`src/rtl/fpu_seq_ctrl.sv`:
```
`default_nettype none
// +----------------------------------------------------------------------------+
// | Module      : fpu_seq_ctrl                                                 |
// | Description : Decoder-to-FPU sequencer. Issues one start pulse, stalls    |
// |               fetch until done, writes back once; watchdog aborts hangs.   |
// | Revision    : 1.0 - initial release                                        |
// +----------------------------------------------------------------------------+
module fpu_seq_ctrl #(
   parameter int OPW     = 3,
   parameter int AW      = 5,
   parameter int TIMEOUT = 64,
   parameter int CW      = 7
) (
   input  logic           clk,
   input  logic           rst_n,
   input  logic           fp_req,
   input  logic [OPW-1:0] fp_op,
   input  logic [AW-1:0]  fp_fd,
   input  logic           fpu_done,
   input  logic           err_clr,
   output logic           fpu_start,
   output logic [OPW-1:0] fpu_op,
   output logic           stall,
   output logic           fp_regWrite,
   output logic [AW-1:0]  fp_wa,
   output logic           fpu_err
);

   localparam logic [1:0] c_st_idle  = 2'd0;
   localparam logic [1:0] c_st_issue = 2'd1;
   localparam logic [1:0] c_st_wait  = 2'd2;
   localparam logic [1:0] c_st_wb    = 2'd3;

   localparam logic [CW-1:0] c_cnt_last = CW'(TIMEOUT - 1);

   logic [1:0]     r_state;
   logic [1:0]     w_state_nxt;
   logic [OPW-1:0] r_op;
   logic [AW-1:0]  r_wa;
   logic [CW-1:0]  r_cnt;
   logic           r_err;
   logic           w_accept;
   logic           w_timeout;

   assign w_accept  = (r_state == c_st_idle) && fp_req;
   // A done pulse in the final watchdog cycle still completes the op.
   assign w_timeout = (r_state == c_st_wait) && !fpu_done && (r_cnt == c_cnt_last);

   always_comb begin
      w_state_nxt = r_state;
      case (r_state)
         c_st_idle:  if (fp_req) w_state_nxt = c_st_issue;
         c_st_issue: w_state_nxt = c_st_wait;
         c_st_wait: begin
            if (fpu_done)       w_state_nxt = c_st_wb;
            else if (w_timeout) w_state_nxt = c_st_idle;
         end
         default:    w_state_nxt = c_st_idle;
      endcase
   end

   always_ff @(posedge clk or negedge rst_n) begin
      if (!rst_n) begin
         r_state <= c_st_idle;
         r_op    <= '0;
         r_wa    <= '0;
         r_cnt   <= '0;
         r_err   <= 1'b0;
      end else begin
         r_state <= w_state_nxt;
         if (w_accept) begin
            r_op <= fp_op;
            r_wa <= fp_fd;
         end
         if (r_state == c_st_issue)
            r_cnt <= '0;
         else if (r_state == c_st_wait)
            r_cnt <= r_cnt + 1'b1;
         if (w_timeout)
            r_err <= 1'b1;
         else if (err_clr)
            r_err <= 1'b0;
      end
   end

   // Stall is combinational in IDLE so the requesting instruction is held
   // in the same cycle; it drops in WB so the PC advances on that edge.
   assign stall       = (r_state == c_st_idle) ? (fp_req & rst_n) : (r_state != c_st_wb);
   assign fpu_start   = (r_state == c_st_issue);
   assign fp_regWrite = (r_state == c_st_wb);
   assign fpu_op      = r_op;
   assign fp_wa       = r_wa;
   assign fpu_err     = r_err;

endmodule
`default_nettype wire
```
`config.mk`:
```
export PLATFORM = sky130hd
export DESIGN_NAME = fpu_seq_ctrl
export DESIGN_NICKNAME = d
export VERILOG_FILES = /design/src/rtl/fpu_seq_ctrl.sv
export SDC_FILE = /design/constraint.sdc
export NUM_CORES = 1
export LEC_CHECK = 0
export BUFFER_PORTS_ARGS = -buffer_cell sky130_fd_sc_hd__buf_2
export CORE_MARGIN = 5
export CORE_UTILIZATION = 40
export DETAILED_ROUTE_END_ITERATION = 10
export PLACE_DENSITY = 0.64
export REMOVE_ABC_BUFFERS = 1
export SYNTH_ARGS = -nofsm -noshare
export SYNTH_HDL_FRONTEND = slang
export SYNTH_SLANG_ARGS = --single-unit
```
`constraint.sdc`:
```
create_clock -name clk -period 1.9 [get_ports clk]
set_input_delay 0.475 -clock clk [delete_from_list [all_inputs] [get_ports clk]]
set_output_delay 0.475 -clock clk [all_outputs]
set_load 0.005 [all_outputs]
```
-- After elaboration in Yosys (flattened, before gate mapping)
Index checks and enable logic that the tools add are counted.
- register bits after elaboration: 18
- bits of input ports: 13
- output and inout bits: 12
- $add $sub $neg: 1
- equal/unequal tests: 7
- muxes and demuxes: 9
- bitwise operators: 1
- reduce and logical (&&, ||, !) cells: 8
- operator list (kind ; number):
    $mux 7 ; 2
    $add 7x1->7 const B ; 1
    $eq 7x6->1 const B ; 1
    $mux 2 ; 3
    $pmux 2 s3 ; 1
    $eq 2x2->1 const B ; 2
    $ne 2x2->1 const B ; 2
    $reduce_bool 2->1 ; 2
    $logic_and 1x1->1 ; 3
    $mux 1 ; 3
    $ne 3x3->1 const B ; 1
    $eq 2x1->1 const B ; 1
    $logic_not 2->1 ; 1
    $reduce_and 2->1 ; 1
    $and 1x1->1 ; 1
    $logic_not 1->1 ; 1

-- Logic depth before layout (Yosys ltp)
Gate-level depths: netlist of run 1.
- depth after elaboration: 6
- mapped depth: 6

-- Worst setup path after synthesis of run 1
OpenSTA, ideal clock, no wires.
- kind: register -> register
- from: register r_cnt[0]
- to: register r_state[0]
- data arrival time: 1.255 ns
- slack: 0.518 ns
- cell stages (with the launch flop): 6
- buffers on the path: 0
- clock period less this slack: 1.382 ns
- path through: dfrtp_1 -> ha_1 -> nand3_2 -> nor3_2 -> o22ai_1 -> mux2_1
- longest elaborated chain between the ends: 4
- RTL lines (what ; line ; source):
    start: declaration ; 40 ; logic [CW-1:0] r_cnt;
    start signal: assignment ; 78 ; r_cnt <= r_cnt + 1'b1;
    $eq 7x6->1 ; 47 ; assign w_timeout = (r_state == c_st_wait) && !fpu_done && (r_cnt == c_cnt_last);
    $logic_and 1x1->1 ; 47 ;
    $ne 3x3->1 (no source line) ; -- ;
    $reduce_and 2->1 (no source line) ; -- ;
    end signal: assignment ; 64 ; r_state <= c_st_idle;
    end signal: assignment ; 70 ; r_state <= w_state_nxt;
    end: declaration ; 36 ; logic [1:0] r_state;
No other way between the ends.
A chain may end at the register's enable or synchronous reset.

-- Worst setup path in the final report of run 1
- from: register r_state[1]
- to: output fpu_start
- longest elaborated chain between the ends: 1
- RTL lines (what ; line ; source):
    $eq 2x1->1 ; 89 ; assign fpu_start = (r_state == c_st_issue);
    end: declaration ; 21 ; output logic fpu_start,
No other way between the ends.

==> qor.yml, run 1 <==
run_status:
  outcome: "finished, final reports clean"
worst_setup_path:
  crit_fanout: 9
  critical_path.reg2reg.startpoint: "r_state[0]"
  setup.worst_path.start: "r_state[1]"
  timing.setup.critical_path_class: "reg -> out"
  cpPeakStageDelay_ps: 440
  worstSetupEndpointType: "output port"
  cp-start-kind: "flip-flop"
  critPathSlowestCell: "sky130_fd_sc_hd__dfrtp_1"
  reg2reg_depth: 5
  cp_data_arrival_time_ps: 1310
  data_required_time_at_the_worst_endpoint_ps: 1420
  crit_chain: "inv_1, ha_2, buf_2"
place:
  io_buffer_count: 24
  place_hpwl_mm: 1.25
  place_congestion: 0.742
  placed_cell_area_mm2: 0.00104
cts:
  total_clock_buffers_created_by_cts: 3
  clock_sink_count: 18
  clock_tree.buffer_depth: 2
  tritoncts: "done"
  htree_num_levels: 1
  worstSkewPairLatency_ps: 280
  cts_hold_buf: 0
  clkTransAtPathRegs_ps: 100
  clk_root_buffer_cell: "sky130_fd_sc_hd__clkbuf_4"
power_and_ir_drop:
  total_design_power_uw: 1680
  power_density_mw_per_mm2: 1540
  power.leakage_uw: 0.000516
  max-vdd-ir-drop_v: 0.000765
die:
  coreArea_mm2: 0.00217
  rows: 17
  die_x_um: 57.1
  ioPinCount: 25
  initial_core_utilization_pct: 40.9
  die_h_um: 57.1
  dieArea_mm2: 0.00326
cells_and_area:
  post_layout_util_pct: 50.4
  area_of_the_multi_input_gates_um2: 418
  finalInstanceArea_mm2: 0.00109
  area.growth.synth_to_final_pct: 23.1
  final_nets: 125
  fraction_of_final_layout_cells_sized_beyond_drive_strength_1_pct: 40.0
  num_antenna_cells: 0
  count_of_fill_cells_added_during_filler_insertion: 210
  sequential_cell_area_um2: 450
global_route:
  grt_util_met2_pct: 17.5
  grt_busiest_layer: "met2"
  grt_overflow_total: 0
  gr-usage-met1_pct: 13.4
  grt_max_degree: 19
  grt_pass1_wl_mm: 2.77
  grt_use_met3_pct: 2.94
  track_usage_pct: 10.8
  number_of_antenna_violations_at_the_first_check_in_global_routing: 0
  grt_pass1_vias: 635
min_path:
  hold_path.class: "in -> async"
sta:
  worst_slew_margin_rel_pct: 76.1
  post-route-period-util_pct: 93.7
  timing.setup.tns_ps: 0
  hold-worst-slack_ps: 156
  finalWorstPathRequiredPeriod_ps: 1780
  tightestPinTransition_ps: 357
  final_hold_viol_count: 0
  rsz0062_at_grt: "no"
  timing.final.setup_violations: 0
  clock-skew-final_ps: 2.24
  top_achievable_clock_speed_ghz: 0.562
  timing.final.max_slew_violations: 0
detailed_routing:
  drt_first_iter_violations: 18
  drcViolationCount: 0
  drtAntennaViolNets: 0
  via_density_per_instance: 4.86
  routed_length_per_placed_instance_um: 11.9
  drt_pass1_iterations: 2
  route.final.wire_length_mm: 1.58
  vias: 647
synth:
  synth_cells: 78
  mappedNetlistArea_um2: 888
  synth_top_cells_by_area: "sky130_fd_sc_hd__dfrtp_1 51%, sky130_fd_sc_hd__mux2_2 11%, sky130_fd_sc_hd__ha_1 8.5%"
  synth_largest_area_cell: "sky130_fd_sc_hd__dfrtp_1"
  ys_warn_count: 0
  synth.lib_cells_used.distinct: 25
  synth_top_cell_area_share_pct: 50.7
  number_of_flip_flops_and_latches_in_the_synthesized_netlist: 18
  synthesis.area_per_instance_um2: 11.4
  yosysSeqAreaShare_pct: 50.7
run:
  timing.max_cap.violations: 0
[cells in the mapped netlist]
cell type	instances
sky130_fd_sc_hd__dfrtp_1	18
sky130_fd_sc_hd__mux2_2	9
sky130_fd_sc_hd__inv_1	7
sky130_fd_sc_hd__ha_1	6
sky130_fd_sc_hd__a21oi_1	5
sky130_fd_sc_hd__nor2_1	5
sky130_fd_sc_hd__o22ai_1	4
sky130_fd_sc_hd__nand2_1	3
sky130_fd_sc_hd__mux2_1	2
sky130_fd_sc_hd__nand2b_1	2
sky130_fd_sc_hd__nand3_1	2
sky130_fd_sc_hd__o21ai_0	2
sky130_fd_sc_hd__buf_2	1
sky130_fd_sc_hd__clkbuf_1	1
sky130_fd_sc_hd__mux2i_1	1
sky130_fd_sc_hd__nand3_2	1
sky130_fd_sc_hd__nand3b_1	1
sky130_fd_sc_hd__nand4_1	1
sky130_fd_sc_hd__nor2b_1	1
sky130_fd_sc_hd__nor3_2	1
sky130_fd_sc_hd__nor3b_1	1
sky130_fd_sc_hd__o21a_1	1
sky130_fd_sc_hd__o41ai_1	1
sky130_fd_sc_hd__xnor2_1	1
sky130_fd_sc_hd__xor2_1	1
[worst paths after layout]
check / slack [ps] / to
max: 120 / fpu_start
min: 160 / fpu_err
max reg2reg: 340 / r_state[0]
min reg2reg: 490 / fpu_err
max in group asynchronous: 1550 / r_state[0]
min in group clk: 420 / fp_wa[4]
[cell families (layout without fill, tap and decap cells)]
group | after synthesis | in the layout | share of synthesized area (%)
fa+ha+maj | 6 | 6 | 8.45
buf+inv | 9 | 36 | 3.94
mux | 12 | 12 | 15.1
compound gates | 13 | 13 | 8.59
simple gates | 18 | 18 | 11.3
flops | 18 | 18 | 50.7
xor+xnor | 2 | 2 | 1.97
[where the power goes]
part           internal (uW)  switching, uW  total (uW)
clock                    116            111         228
sequential               551            117         668
combinational            421            362         783
[repair_timing]
action / in CTS / in global routing
gates resized for setup: 0 / 3
buffers inserted: 0 / 0
endpoints found under the setup margin: 0 / 2
[state kept, by name, indices dropped and copies added, names as in the netlist]
name and count:
fp_wa 5, fpu_err 1, fpu_op 3, r_cnt 7
r_state 2
[routing by layer]
layer	up-vias	wire [um]
li1	325	-
met1	310	698
met5	-	0
met2	10	806
met3	2	63
met4	0	10
[through the flow]
| stage | cells | worst slack, ps |
|---|---|---|
| after global routing | 133 | 6.61 |
| final | 133 | 120 |
| after CTS | 133 | 43.5 |
| after global placement | 129 | 333 |
| after detailed placement | 129 | 253 |
| after floorplan | 76 | 427 |
[final cells by class]
type / instances / area share (%)
Sequential cell: 18 / 41.2
Multi-Input combinational cell: 51 / 38.2
Tap cell: 28 / 3.20
Inverter: 7 / 2.40
Clock buffer: 4 / 3.32
Timing Repair Buffer: 25 / 11.7
[cell usage in the layout, fill, tap and decap left out, types with 3 or more instances in the layout]
cell,netlist,routed
sky130_fd_sc_hd__a21oi_1,5,5
sky130_fd_sc_hd__o22ai_1,4,4
sky130_fd_sc_hd__ha_1,6,4
sky130_fd_sc_hd__dfrtp_1,18,18
sky130_fd_sc_hd__inv_1,7,7
sky130_fd_sc_hd__clkbuf_4,0,3
sky130_fd_sc_hd__nor2_1,5,5
sky130_fd_sc_hd__nand2_1,3,3
sky130_fd_sc_hd__mux2_2,9,9
sky130_fd_sc_hd__buf_2,1,24
[worst max-delay path, delay by kind of cell (launching register included)]
family	cells	cell delay [ps]
fa+ha+maj	1	300
flops	1	440
buf+inv	2	280
Power figures use the tool's default switching activity.
==> inputs of run 2 (changes only) <==
PLACE_DENSITY = 0.74   (was 0.64)
==> run 2 against run 1 <==
  * Worst setup slack better by 2.7 ps
  * Power is 1.4% higher
  * Combinational power is 2% higher
  * Critical endpoint unchanged
  * Largest cell class unchanged
  * Critical path type unchanged
  * Hold slack better by 4.6 ps
==> qor.yml, run 2 (synthesis results as in run 1) <==
run_status:
  outcome: "finished, final reports clean"
cells_and_area:
  regMostFlops: "r_cnt"
  final_nets: 125
  area.growth.synth_to_final_pct: 23.2
  area_of_the_multi_input_gates_um2: 418
  count_of_fill_cells_added_during_filler_insertion: 216
  sequential_cell_area_um2: 452
  max_ffs_per_register: 7
  layout.cells.most_common_list: "24 x sky130_fd_sc_hd__buf_2, 17 x sky130_fd_sc_hd__dfrtp_1, 9 x sky130_fd_sc_hd__mux2_2"
  fraction_of_final_layout_cells_sized_beyond_drive_strength_1_pct: 41.0
  num_antenna_cells: 0
  instances_no_fill: 133
  final_common_cell: "sky130_fd_sc_hd__buf_2"
global_route:
  grt_pass1_vias: 686
  grt_overflow_total: 0
  track_usage_pct: 11.1
  number_of_antenna_violations_at_the_first_check_in_global_routing: 0
  grt_pass1_wl_mm: 2.91
  grt_max_degree: 19
power_and_ir_drop:
  power_density_mw_per_mm2: 1560
  power.leakage_uw: 0.000515
  max-vdd-ir-drop_v: 0.000791
run:
  timing.max_cap.violations: 0
detailed_routing:
  via_density_per_instance: 4.88
  drt_first_iter_violations: 1
  drcViolationCount: 0
  route.final.wire_length_mm: 1.70
  routed_length_per_placed_instance_um: 12.8
  vias: 649
  drt_pass1_iterations: 3
  drtAntennaViolNets: 0
die:
  ioPinCount: 25
  dieArea_mm2: 0.00326
  die_h_um: 57.1
  coreArea_mm2: 0.00217
  initial_core_utilization_pct: 40.9
  die_x_um: 57.1
  rows: 17
cts:
  tritoncts: "done"
  clock_tree.buffer_depth: 2
  clock_sink_count: 18
  total_clock_buffers_created_by_cts: 3
  clkTransAtPathRegs_ps: 100
  clk_root_buffer_cell: "sky130_fd_sc_hd__clkbuf_4"
  cts_post_setup_buffers_inserted: 0
  htree_num_levels: 1
  worstSkewPairLatency_ps: 290
sta:
  timing.final.max_slew_violations: 0
  finalWorstPathRequiredPeriod_ps: 1780
  worst_slew_margin_rel_pct: 75.4
  clock-skew-final_ps: 1.50
  final_hold_viol_count: 0
  rsz0062_at_grt: "no"
  fin_ws_ps: 122
  top_achievable_clock_speed_ghz: 0.563
  post-route-period-util_pct: 93.6
  timing.final.setup_violations: 0
  timing.setup.tns_ps: 0
  tightestPinTransition_ps: 368
worst_setup_path:
  data_required_time_at_the_worst_endpoint_ps: 1420
  cp.buffers_inverters: 2
  cpPeakStageDelay_ps: 440
  crit_fanout: 9
  crit_chain: "inv_1, ha_2, buf_2"
  cell_class_contributing_the_biggest_share_of_worst_path_delay: "flip-flops"
  timing.critical_path.to: "fpu_start"
  timing.setup.critical_path_class: "reg -> out"
  cp_data_arrival_time_ps: 1300
  cp-start-kind: "flip-flop"
  critical_path.reg2reg.startpoint: "r_state[0]"
  reg2reg_depth: 5
  critPathSlowestCell: "sky130_fd_sc_hd__dfrtp_1"
  worstSetupEndpointType: "output port"
  worstSetupPathDepth: 3
  rrSetupSlack_ps: 310
  setup.worst_path.start: "r_state[1]"
  rr_endpoint: "r_state[0]"
place:
  place_worst_setup_slack_ps: 251
  place_congestion: 0.740
  place_hpwl_mm: 1.32
  io_buffer_count: 24
  placed_cells_incl_taps: 129
min_path:
  hold_path.class: "in -> async"
-- run 2: cell types whose count changed in the layout (fill, tap and decap cells not counted) --
cell | previous run | this run
sky130_fd_sc_hd__dfrtp_1 | 18 | 17
sky130_fd_sc_hd__dfrtp_2 | 0 | 1
-- run 2: final cells by class --
class                      count  area share [%]
tap                           28            3.20
clock buffer                   4            3.31
timing repair buffer          25            11.7
inverter                       7            2.40
sequential                    18            41.3
multi-input combinational     51            38.2
-- run 2: worst min path at each step --
stage | to | slack (ps)
floorplan | fp_wa[0] | 180
CTS | fp_wa[1] | 160
global route | r_state[1] | 160
detailed placement | r_cnt[2] | 490
global placement | fpu_err | 480
finish | fp_wa[4] | 160
-- run 2: metal layers --
layer / wire [um] / global-route usage (%) / part of all wire, % / vias to the layer above
met3: 120 / 3.17 / 7.1 / 0
li1: - / - / - / 326
met1: 744 / 13.3 / 44 / 304
met5: 0 / 0 / 0 / -
met4: 0 / 3.97 / 0 / 0
met2: 836 / 18.9 / 49 / 19
-- run 2: power breakdown --
| group | switching [uW] | internal [uW] |
|---|---|---|
| combinational | 374 | 424 |
| clock | 113 | 117 |
| sequential | 122 | 553 |
-- run 2: stage by stage --
step	cell area (um^2)	total power [uW]	hold WS [ps]	utilization, %
floorplan	880	1170	179	-
global placement	1040	1390	480	48.0
detailed placement	1040	1430	488	48.0
CTS	1080	1670	164	49.7
global route	1090	1860	161	50.5
finish	1090	1700	160	50.5
-- run 2: what timing repair did --
| item | in CTS | in global routing |
|---|---|---|
| resized for setup | 0 | 4 |
| endpoints found under the setup margin | 0 | 2 |
| hold buffers | 0 | 0 |
